## src/rtl/enc_4x2_hs.sv

```systemverilog
// rtl/enc_4x2_hs.sv - registered 4-to-2 priority encoder with valid/ready handshake
module enc_4x2_hs #(
    parameter bit PRIORITY_LSB = 1'b0,
    parameter int CNT_W        = 8
) (
    input  logic             clk,
    input  logic             rst_n,
    input  logic             in_valid,
    output logic             in_ready,
    input  logic [3:0]       d,
    output logic             out_valid,
    input  logic             out_ready,
    output logic [1:0]       y,
    output logic             multi,
    input  logic             clear_err,
    output logic             err_zero,
    output logic [CNT_W-1:0] count
);

    typedef enum logic {
        EMPTY = 1'b0,
        FULL  = 1'b1
    } state_t;

    state_t           state;
    state_t           state_nxt;
    logic             accept;
    logic             accept_nz;
    logic             accept_zero;
    logic             handshake;
    logic [1:0]       win_idx;
    logic             win_multi;
    logic [1:0]       y_q;
    logic             multi_q;
    logic             err_q;
    logic [CNT_W-1:0] cnt_q;

    // The slot can take a new request when empty or when its current result
    // leaves this cycle; reset gates it so nothing is accepted while held.
    assign in_ready    = rst_n & ((state == EMPTY) | out_ready);
    assign accept      = in_valid & in_ready;
    assign accept_nz   = accept & (d != 4'd0);
    assign accept_zero = accept & (d == 4'd0);
    assign handshake   = (state == FULL) & out_ready;

    // Pick the winning bit; clearing the lowest set bit leaves something only for multi-hot d
    always_comb begin
        win_idx = 2'd0;
        if (PRIORITY_LSB) begin
            casez (d)
                4'b???1: win_idx = 2'd0;
                4'b??10: win_idx = 2'd1;
                4'b?100: win_idx = 2'd2;
                4'b1000: win_idx = 2'd3;
                default: win_idx = 2'd0;
            endcase
        end else begin
            casez (d)
                4'b1???: win_idx = 2'd3;
                4'b01??: win_idx = 2'd2;
                4'b001?: win_idx = 2'd1;
                default: win_idx = 2'd0;
            endcase
        end
        win_multi = ((d & (d - 4'd1)) != 4'd0);
    end

    // Next-state: a nonzero accept always fills the slot, a handshake alone empties it
    always_comb begin
        state_nxt = state;
        case (state)
            EMPTY: begin
                if (accept_nz) begin
                    state_nxt = FULL;
                end
            end
            FULL: begin
                if (handshake && !accept_nz) begin
                    state_nxt = EMPTY;
                end
            end
            default: state_nxt = EMPTY;
        endcase
    end

    // State register
    always_ff @(posedge clk or negedge rst_n) begin
        if (!rst_n) begin
            state <= EMPTY;
        end else begin
            state <= state_nxt;
        end
    end

    // Result register; a zero accept leaves the previous result untouched
    always_ff @(posedge clk or negedge rst_n) begin
        if (!rst_n) begin
            y_q     <= 2'd0;
            multi_q <= 1'b0;
        end else if (accept_nz) begin
            y_q     <= win_idx;
            multi_q <= win_multi;
        end
    end

    // Sticky all-zero flag; a simultaneous zero accept beats the clear
    always_ff @(posedge clk or negedge rst_n) begin
        if (!rst_n) begin
            err_q <= 1'b0;
        end else if (accept_zero) begin
            err_q <= 1'b1;
        end else if (clear_err) begin
            err_q <= 1'b0;
        end
    end

    // Saturating count of delivered results
    always_ff @(posedge clk or negedge rst_n) begin
        if (!rst_n) begin
            cnt_q <= '0;
        end else if (handshake && (cnt_q != {CNT_W{1'b1}})) begin
            cnt_q <= cnt_q + CNT_W'(1);
        end
    end

    assign out_valid = (state == FULL);
    assign y         = y_q;
    assign multi     = multi_q;
    assign err_zero  = err_q;
    assign count     = cnt_q;

endmodule

```

## config.mk

```make
export PLATFORM = sky130hd
export DESIGN_NAME = enc_4x2_hs
export DESIGN_NICKNAME = d
export VERILOG_FILES = /design/src/rtl/enc_4x2_hs.sv
export SDC_FILE = /design/constraint.sdc
export NUM_CORES = 1
export LEC_CHECK = 0
export BUFFER_PORTS_ARGS = -buffer_cell sky130_fd_sc_hd__buf_2
export CAP_MARGIN = 10
export CELL_PAD_IN_SITES_DETAIL_PLACEMENT = 1
export CELL_PAD_IN_SITES_GLOBAL_PLACEMENT = 2
export CORE_UTILIZATION = 31
export DETAILED_ROUTE_END_ITERATION = 10
export PLACE_DENSITY_LB_ADDON = 0.3
export RECOVER_POWER = 100
export REMOVE_ABC_BUFFERS = 1
export SYNTH_ARGS = -nofsm -noshare
export SYNTH_HDL_FRONTEND = slang
export SYNTH_SLANG_ARGS = --single-unit
```

## constraint.sdc

```tcl
create_clock -name clk -period 4.15 [get_ports clk]
set_input_delay 0.2075 -clock clk [delete_from_list [all_inputs] [get_ports clk]]
set_output_delay 0.2075 -clock clk [all_outputs]
set_load 0.01 [all_outputs]
```

After elaboration in Yosys (flattened, before gate mapping)
Index checks and enable logic that the tools add are counted.
Storage, ports and cells
  output and inout port bits: 14
  bits of input ports: 9
  register bits after elaboration: 13
Operators by class
  reductions and logical operators: 7
  bitwise logic cells: 8
  add/sub/neg operators: 2
  equality and inequality tests: 3
  mux-type cells: 6
Operators with widths (number)
  8-bit by 1-bit adder with 8-bit output, second input constant: 1
  8-bit != test, second input constant: 1
  4-bit nonzero test: 2
  2-bit one-hot mux with 3 select lines: 1
  1-bit AND: 5
  4-bit AND: 1
  4-bit logical NOT: 1
  1-bit two-way mux: 4
  4-bit by 1-bit subtractor with 4-bit output, second input constant: 1
  3-bit by 1-bit == test with 1-bit output, second input constant: 1
  2-bit by 1-bit == test with 1-bit output, second input constant: 1
  1-bit logical AND: 2
  1-bit one-hot mux with 2 select lines: 1
  2-bit nonzero test: 1
  1-bit logical NOT: 1
  1-bit NOT: 1
  1-bit bitwise OR: 1

Longest topological paths before layout
Gate-level depths: netlist of run 1.
  depth in word-level cells: 9
  mapped depth: 4
  depth with buffers taken out: 4

Worst setup path before layout of run 1
No wires, ideal clock.
  path kind: flip-flop to flip-flop
  start point: reg cnt_q[0], in the netlist count[0]
  end point: reg cnt_q[1], in the netlist count[1]
  library setup time: 128 ps
  period minus slack after synthesis: 1530 ps
  data arrival time: 1402 ps
  setup slack: 2620 ps
  data required time: 4022 ps
  path buffers: 0
  stages on the path, launching flop included: 5
  cell sequence: dfrtp_1 ha_1 and3_1 a21o_2 mux2_1
Between the ends
  cells in the longest elaborated chain, start to end: 2
  elaborated cells between the ends (all ways): 3
  classes of those cells: add/sub: 1; eq/ne: 1; reduce/logical: 1
Ends and longest elaborated chain
  from (decl): RTL line 36  | logic [CNT_W-1:0] cnt_q;
  from (signal assigned): RTL line 122  | cnt_q <= cnt_q + CNT_W'(1);
  parallel branches: the longest is 2 deep, another holds 8-bit by 1-bit adder with 8-bit output
Parallel ways; which one is timed is not known.
A chain may end at the register's enable or synchronous reset.

Final worst setup path of run 1
  start point: in rst_n
  end point: out in_ready
Between the ends
  cells in the longest elaborated chain, start to end: 1
Ends and longest elaborated chain
  from (decl): RTL line 7  | input logic rst_n,
  1-bit AND: RTL line 40  | assign in_ready = rst_n & ((state == EMPTY) | out_ready);
  to (decl): RTL line 9  | output logic in_ready,
Every way passes these cells.

==> results of run 1 <==
cell type report:
cell class	count	area (um2)	area share [%]
clock buffers	3	22.5	2.67
clock inverters	1	5.00	0.593
inverters	3	11.3	1.34
multi-input cells	51	343	40.7
flip-flops and latches	13	325	38.6
well taps	28	35.0	4.15
repair buffers	23	101	12.0
through the flow:
step	cells	cell area, um2
detailed placement	117	848
global placement	117	848
CTS	122	886
floorplan	67	703
finish	122	843
global route	122	843
worst min-delay path by stage:
stage                     startpoint                    to  slack [ns]  depth (start not counted)
after floorplan                rst_n  count[0]$_DFFE_PN0P_       -0.09                          0
after global placement         rst_n  count[5]$_DFFE_PN0P_        0.14                          1
after detailed placement       rst_n  count[4]$_DFFE_PN0P_        0.14                          1
after CTS                       d[2]      y[0]$_DFFE_PN0P_        0.21                          2
after global routing       clear_err  err_zero$_DFFE_PN0P_        0.23                          3
final                           d[2]      y[0]$_DFFE_PN0P_        0.22                          2
worst register-to-register path, stage by stage, from the launching register on:
cell and delay, ns:
dfrtp_1 0.43, ha_1 0.27, and3_1 0.22, a2111oi_0 0.48, xor2_1 0.12
cells in the final DEF (no fill, tap or decap):
cell           instances
nand3_1                3
xor2_1                 5
a2111oi_0              1
xnor2_1                1
clkbuf_4               3
clkinv_2               1
nand4_1                2
nor4b_1                1
and3_1                 1
a21oi_1                1
a221oi_1               1
o22a_1                 1
o31ai_1                1
mux2_1                 2
a41oi_1                1
nor3_1                 2
nor2_1                 4
o211ai_1               1
nand2_1                6
inv_1                  3
a32o_1                 1
a211oi_1               1
o21ai_0                2
dlygate4sd3_1          1
a21o_2                 1
ha_1                   1
a31oi_1                1
o41ai_1                1
nor4_1                 4
and4_1                 1
clkbuf_1              15
buf_2                  7
nand2b_1               1
dfrtp_1               13
nor2b_1                3
per-layer routing:
metal  GRT usage [%]  up-vias  part of all wire, %
met5               0        -                    0
met4            7.14        0                  1.1
met3            1.85        2                  2.9
met2            22.7       14                   50
met1            18.6      306                   46
li1                -      308                    -
registers in the layout, summed over array words and instances, names as in the netlist:
| register | cells |
|---|---|
| err_zero | 1 |
| y | 2 |
| out_valid | 1 |
| multi | 1 |
| count | 8 |
power groups by stage:
| stage | registers, W | clock network (W) | logic (W) |
|---|---|---|---|
| 2_1_floorplan | 0.000206 | 0 | 0.0000609 |
| 3_3_place_gp | 0.000196 | 0 | 0.000128 |
| 3_5_place_dp | 0.000199 | 0 | 0.000130 |
| 4_1_cts | 0.000197 | 0.0000823 | 0.000130 |
| 5_1_grt | 0.000202 | 0.0000876 | 0.000127 |
| 6_report | 0.000196 | 0.0000790 | 0.000113 |
timing repair:
item / CTS / global route
hold endpoints to repair: 13 / 0
hold buffers: 1 / 0
resized for setup: 0 / 0
logic make-up after synthesis:
| group | count (synthesis) |
|---|---|
| and+or+nand+nor | 28 |
| buffers and inverters | 4 |
| xor gates and xnor gates | 6 |
| AOI/OAI and AO/OA | 14 |
| DFF | 13 |
| muxes | 2 |
| adders and majority gates | 1 |
==> flow_summary.ini, run 1 <==
[outcome]
status = finished, final reports clean

[sta]
worst_slew_pin_slew_ns = 0.857
setup_slack_ns = 1.99
period_share_pct = 52.1
skew_ns = 0.00905
slew-limit-headroom_pct = 42.8
max_freq_ghz = 0.462
setup_tns_ns = 0
hold_violations = 0
rsz0062_at_grt = false
slew_viol_final = 0
min_period_ns = 2.16
final-setup-viol-count = 0
fin_hold_ws_ns = 0.215

[synthesis]
ys_top_cells_by_area = dfrtp_1 (46%), xor2_1 (6.1%), a2111oi_4 (3.9%), nor4_1 (3.5%), mux2_1 (3.2%)
ys_seq_area_share_pct = 45.5
avgSynthCellArea_um2 = 10.5
synth_edf_count = 0
async_flop_share_pct = 100
synth_mux_area_share_pct = 3.15
synthXorXnorAreaFrac_pct = 7.36
synth_top_family_by_area = simple AND/OR/NAND/NOR gates
ys_types = 33
synth_simple_gate_area_share_pct = 21.5
ys_ff_latch = 13
synth-main-ff-cell = dfrtp_1
synth_area_um2 = 714
syn_inst = 68
yosys.area.top_type = dfrtp_1
synth_top_area_share_pct = 45.5
yosysWarnings = 0
synth_compound_area_share_pct = 17.5
synth_common_cells = dfrtp_1 (13), nand2_1 (6), xor2_1 (5)
yosys.area_share.adder_pct = 1.75
yosysMostFrequentCell = dfrtp_1

[cts]
clkSlewWorstSetupHoldPaths_ns = 0.09
cts_root_buf = clkbuf_4
cts_tree = built
cts.sinks = 13
clk_latency_ns = 0.28
clockBufferDepth = 2
numCtsBuffers = 3
cts_max_level = 1
post_cts.repair.setup_buffers = 0

[placement]
gp_congestion = 0.713
hpwl_mm = 1.26
io_buffers = 22
pre_cts_ws_ns = 2.58

[floorplan]
die_h_um = 50.0
placement_rows = 17
die_w_um = 50.0
die_area_um2 = 2500
initial_utilization_pct = 32.6
io_pins = 23
core-area_um2 = 2190

[worst_setup_path]
startpoint_type = input pin
cp-end-kind = output port
rr_startpoint = count[0]$_DFFE_PN0P_
rrSetupSlack_ns = 2.51
worstPathArrival_ns = 1.96
slowest_stage = clkbuf_1
cp_num_cells = 5
cp_common_cell = clkbuf_1
cp_top_family = buffers and inverters
slowest_delay_ns = 0.64
path_cells = dlygate4sd3_1 -> clkbuf_1 -> inv_1 -> nor2_1 -> clkbuf_1
cp_num_buf_inv = 4
critical_path_class = input pin to output port
crit_required_ns = 3.94
reg2reg_to = count[5]$_DFFE_PN0P_
crit_path_end = in_ready
rr_worst_depth = 4
critPathMaxFanout = 17
worstSetupStartpoint = rst_n

[power_and_ir_drop]
p_per_area_nw_per_um2 = 460
fin_total_pwr_w = 0.000388
net-switching-power_w = 0.000148
seqPwrFrac_pct = 50.6
clkPwrFrac_pct = 20.4
power_leakage_nw = 0.366
p_int_w = 0.000240
combinationalPowerShare_pct = 29.0
ir_worst_vdd_v = 0.000157
swShare_pct = 38.1

[layout]
area_growth_pct = 18.0
diodes = 0
final_nets = 105
fin_util_pct = 38.5
drive_above_1_share_pct = 12.8
fill_cells = 271

[grt]
antenna_found_initial = 0
grt_max_degree = 18
grt_overflow = 0
grt_pass1_vias = 594
grt_pass1_wl_mm = 2.69
track_usage_pct = 14.3

[route]
drc = 0
viasPerCell = 5.16
drt_iter0_drc = 1
wl_mm = 1.62
num_vias = 630
firstDrtPassIters = 2
ant_nets = 0
wl_per_cell_um = 13.3

[job]
maxCapViolations = 0

[hold_path]
min_path_type = input pin to flip-flop
(Power assumes the default switching activity.)
==> inputs of run 2 (changes only) <==
--- a/config.mk
+++ b/config.mk
@@ -5,11 +5,12 @@
 export SDC_FILE = /design/constraint.sdc
 export NUM_CORES = 1
 export LEC_CHECK = 0
+export ABC_AREA = 1
 export BUFFER_PORTS_ARGS = -buffer_cell sky130_fd_sc_hd__buf_2
 export CAP_MARGIN = 10
 export CELL_PAD_IN_SITES_DETAIL_PLACEMENT = 1
 export CELL_PAD_IN_SITES_GLOBAL_PLACEMENT = 2
-export CORE_UTILIZATION = 31
+export CORE_UTILIZATION = 24
 export DETAILED_ROUTE_END_ITERATION = 10
 export PLACE_DENSITY_LB_ADDON = 0.3
 export RECOVER_POWER = 100
==> constraint.sdc (replaced) <==
create_clock -name clk -period 1.74 [get_ports clk]
set_input_delay 0.087 -clock clk [delete_from_list [all_inputs] [get_ports clk]]
set_output_delay 0.087 -clock clk [all_outputs]
set_load 0.01 [all_outputs]
==> run 2 against run 1 <==
The flow now finishes with violations (design-rule violations); sequential cell count did not move; synthesized area rose by 4.4%; non-clock buffer count rose by 2; worst setup slack got worse by 1.7 ns; highest routed layer unchanged.
==> flow_summary.ini, run 2 <==
[outcome]
status = finished with violations
violations = design-rule violations

[sta]
period_share_pct = 83.3
slew_viol_final = 0
setup_tns_ns = 0
worst_slew_pin_slew_ns = 0.259
min_period_ns = 1.45
rsz0062_at_grt = false
final-setup-viol-count = 0
slew-limit-headroom_pct = 82.7
hold_violations = 0
skew_ns = 0.00377
max_freq_ghz = 0.690

[synthesis]
ys_seq_area_share_pct = 43.6
yosysMostFrequentCell = nand2_1
ys_types = 22
synth_edf_count = 0
synth_top_family_by_area = simple AND/OR/NAND/NOR gates
yosys.area_share.adder_pct = 1.68
async_flop_share_pct = 100
synth_area_um2 = 746
synth_common_cells = nand2_1 (42), dfrtp_1 (13), inv_1 (7), nand3_1 (7), o21ai_1 (5)
synth_compound_area_share_pct = 5.03
synthXorXnorAreaFrac_pct = 3.52
synth-main-ff-cell = dfrtp_1
synth_simple_gate_area_share_pct = 40.8
syn_inst = 97
yosysWarnings = 0
yosys.area.top_type = dfrtp_1
ys_ff_latch = 13
synth_mux_area_share_pct = 0
ys_top_cells_by_area = dfrtp_1 (44%), nand2_1 (21%), nand3_1 (4.7%), inv_1 (3.5%), o21ai_1 (3.4%)
synth_top_area_share_pct = 43.6
avgSynthCellArea_um2 = 7.69

[cts]
clockBufferDepth = 2
cts_max_level = 1
cts.sinks = 13
post_cts.repair.setup_buffers = 0
cts_root_buf = clkbuf_4
clkSlewWorstSetupHoldPaths_ns = 0.08
clk_latency_ns = 0.28
numCtsBuffers = 3
cts_resized = 0
cts_tree = built

[route]
viasPerCell = 4.46
ant_nets = 0
num_vias = 701
drc = 1
wl_mm = 1.83
drt_iter0_drc = 35
wl_per_cell_um = 11.7
firstDrtPassIters = 6

[hold_path]
hold_depth = 3
hold_start = in_valid
hold-path-endpoint = err_zero$_DFFE_PN0P_
min_path_type = input pin to flip-flop

[layout]
area_growth_pct = 23.5
most-common-layout-cells = nand2_1 (43), clkbuf_1 (15), dfrtp_1 (13)
largest_register_ff_count = 8
multi_input_area_um2 = 370
layout_commonest_cell = nand2_1
diodes = 0
final_cell_count_no_fill = 157
final_nets = 137
seqCellArea_um2 = 325
fill_cells = 373
drive_above_1_share_pct = 15.9

[floorplan]
core-area_um2 = 2850
die_area_um2 = 3330
die_h_um = 57.7
die_w_um = 57.7
initial_utilization_pct = 26.1
placement_rows = 19
io_pins = 23

[grt]
track_usage_pct = 12.5
grt_max_degree = 10
grt_pass1_wl_mm = 3.11
antenna_found_initial = 0
grt_overflow = 0
grt_pass1_vias = 687

[power_and_ir_drop]
power_leakage_nw = 0.448
p_per_area_nw_per_um2 = 948
ir_worst_vdd_v = 0.000279

[job]
maxCapViolations = 0

[worst_setup_path]
critPathMaxFanout = 8
cp_num_cells = 5
rr_startpoint = count[0]$_DFFE_PN0P_
cp_top_family = buffers and inverters
crit_required_ns = 1.65
path_cells = dlygate4sd3_1 -> buf_2 -> buf_4 -> and2_0 -> clkbuf_1
startpoint_type = input pin
worstPathArrival_ns = 1.36
rrSetupSlack_ns = 0.34
rr_worst_depth = 8
slowest_delay_ns = 0.52
reg2reg_to = count[4]$_DFFE_PN0P_
cp_num_buf_inv = 4
critical_path_class = input pin to output port
slowest_stage = dlygate4sd3_1
cp-end-kind = output port

[placement]
gp_congestion = 0.690
hpwl_mm = 1.44
io_buffers = 22
dpl.cell_count = 151
-- run 2: cell types whose count changed in the layout (fill, tap and decap cells not counted), sizes merged, moves of 3 or more --
| cell | delta |
|---|---|
| o21ai | +4 |
| nand2 | +39 |
| xor2 | -4 |
| nor4 | -4 |
| nand3 | +4 |
| nor2 | +3 |
| inv | +7 |
| nor2b | -3 |
-- run 2: area by class of cell --
type	instances	area share, %
multi-input cells	74	40.2
repair buffers	25	13.0
well taps	31	4.21
inverters	10	4.35
flip-flops and latches	13	35.3
clock buffers	4	2.85
-- run 2: worst max-delay path by stage --
stage	startpoint	to	slack (ns)
floorplan	count[0]$_DFFE_PN0P_	count[3]$_DFFE_PN0P_	0.48
global placement	count[0]$_DFFE_PN0P_	count[4]$_DFFE_PN0P_	0.46
detailed placement	count[0]$_DFFE_PN0P_	count[5]$_DFFE_PN0P_	0.39
CTS	rst_n	in_ready	0.30
global route	rst_n	in_ready	0.18
finish	rst_n	in_ready	0.29
-- run 2: cell families after synthesis --
family	count (synthesis)
adders and majority gates	1
buffers and inverters	10
AOI/OAI and AO/OA	7
and+or+nand+nor	63
xor gates and xnor gates	3
DFF	13
-- run 2: metrics by stage --
step	utilization (%)	setup slack (ns)	power [W]	hold WS (ns)	instance area, um2
after detailed placement	31.6	0.393	0.000704	-0.0501	902
after floorplan	-	0.484	0.000585	-0.209	746
after global routing	32.3	0.180	0.000952	0.0828	921
after CTS	33.2	0.296	0.000910	0.0612	948
after global placement	31.6	0.463	0.000706	-0.0555	902
final	32.3	0.290	0.000873	0.0825	921
-- run 2: where the power goes --
part	total, W	switching (W)	internal [W]
clock network	0.000197	0.000108	0.0000889
logic	0.000243	0.000142	0.000101
registers	0.000433	0.0000725	0.000360
-- run 2: per-layer routing --
layer	GRT usage, %	wire (um)	vias up
met5	0	0	-
li1	-	-	357
met3	2.23	62	4
met4	6.12	34	0
met2	20.8	910	13
met1	15.6	824	327
-- run 2: what timing repair did --
| action | in CTS | in global routing |
|---|---|---|
| hold endpoints to repair | 14 | 0 |
| hold buffers | 2 | 0 |
| endpoints found under the setup margin | 0 | 0 |
-- run 2: tightest hold or removal path, delay by kind of cell --
kind | cells | cell delay [ns]
buf+inv | 1 | 0.10
simple gates | 1 | 0.07
compound gates | 1 | 0.06
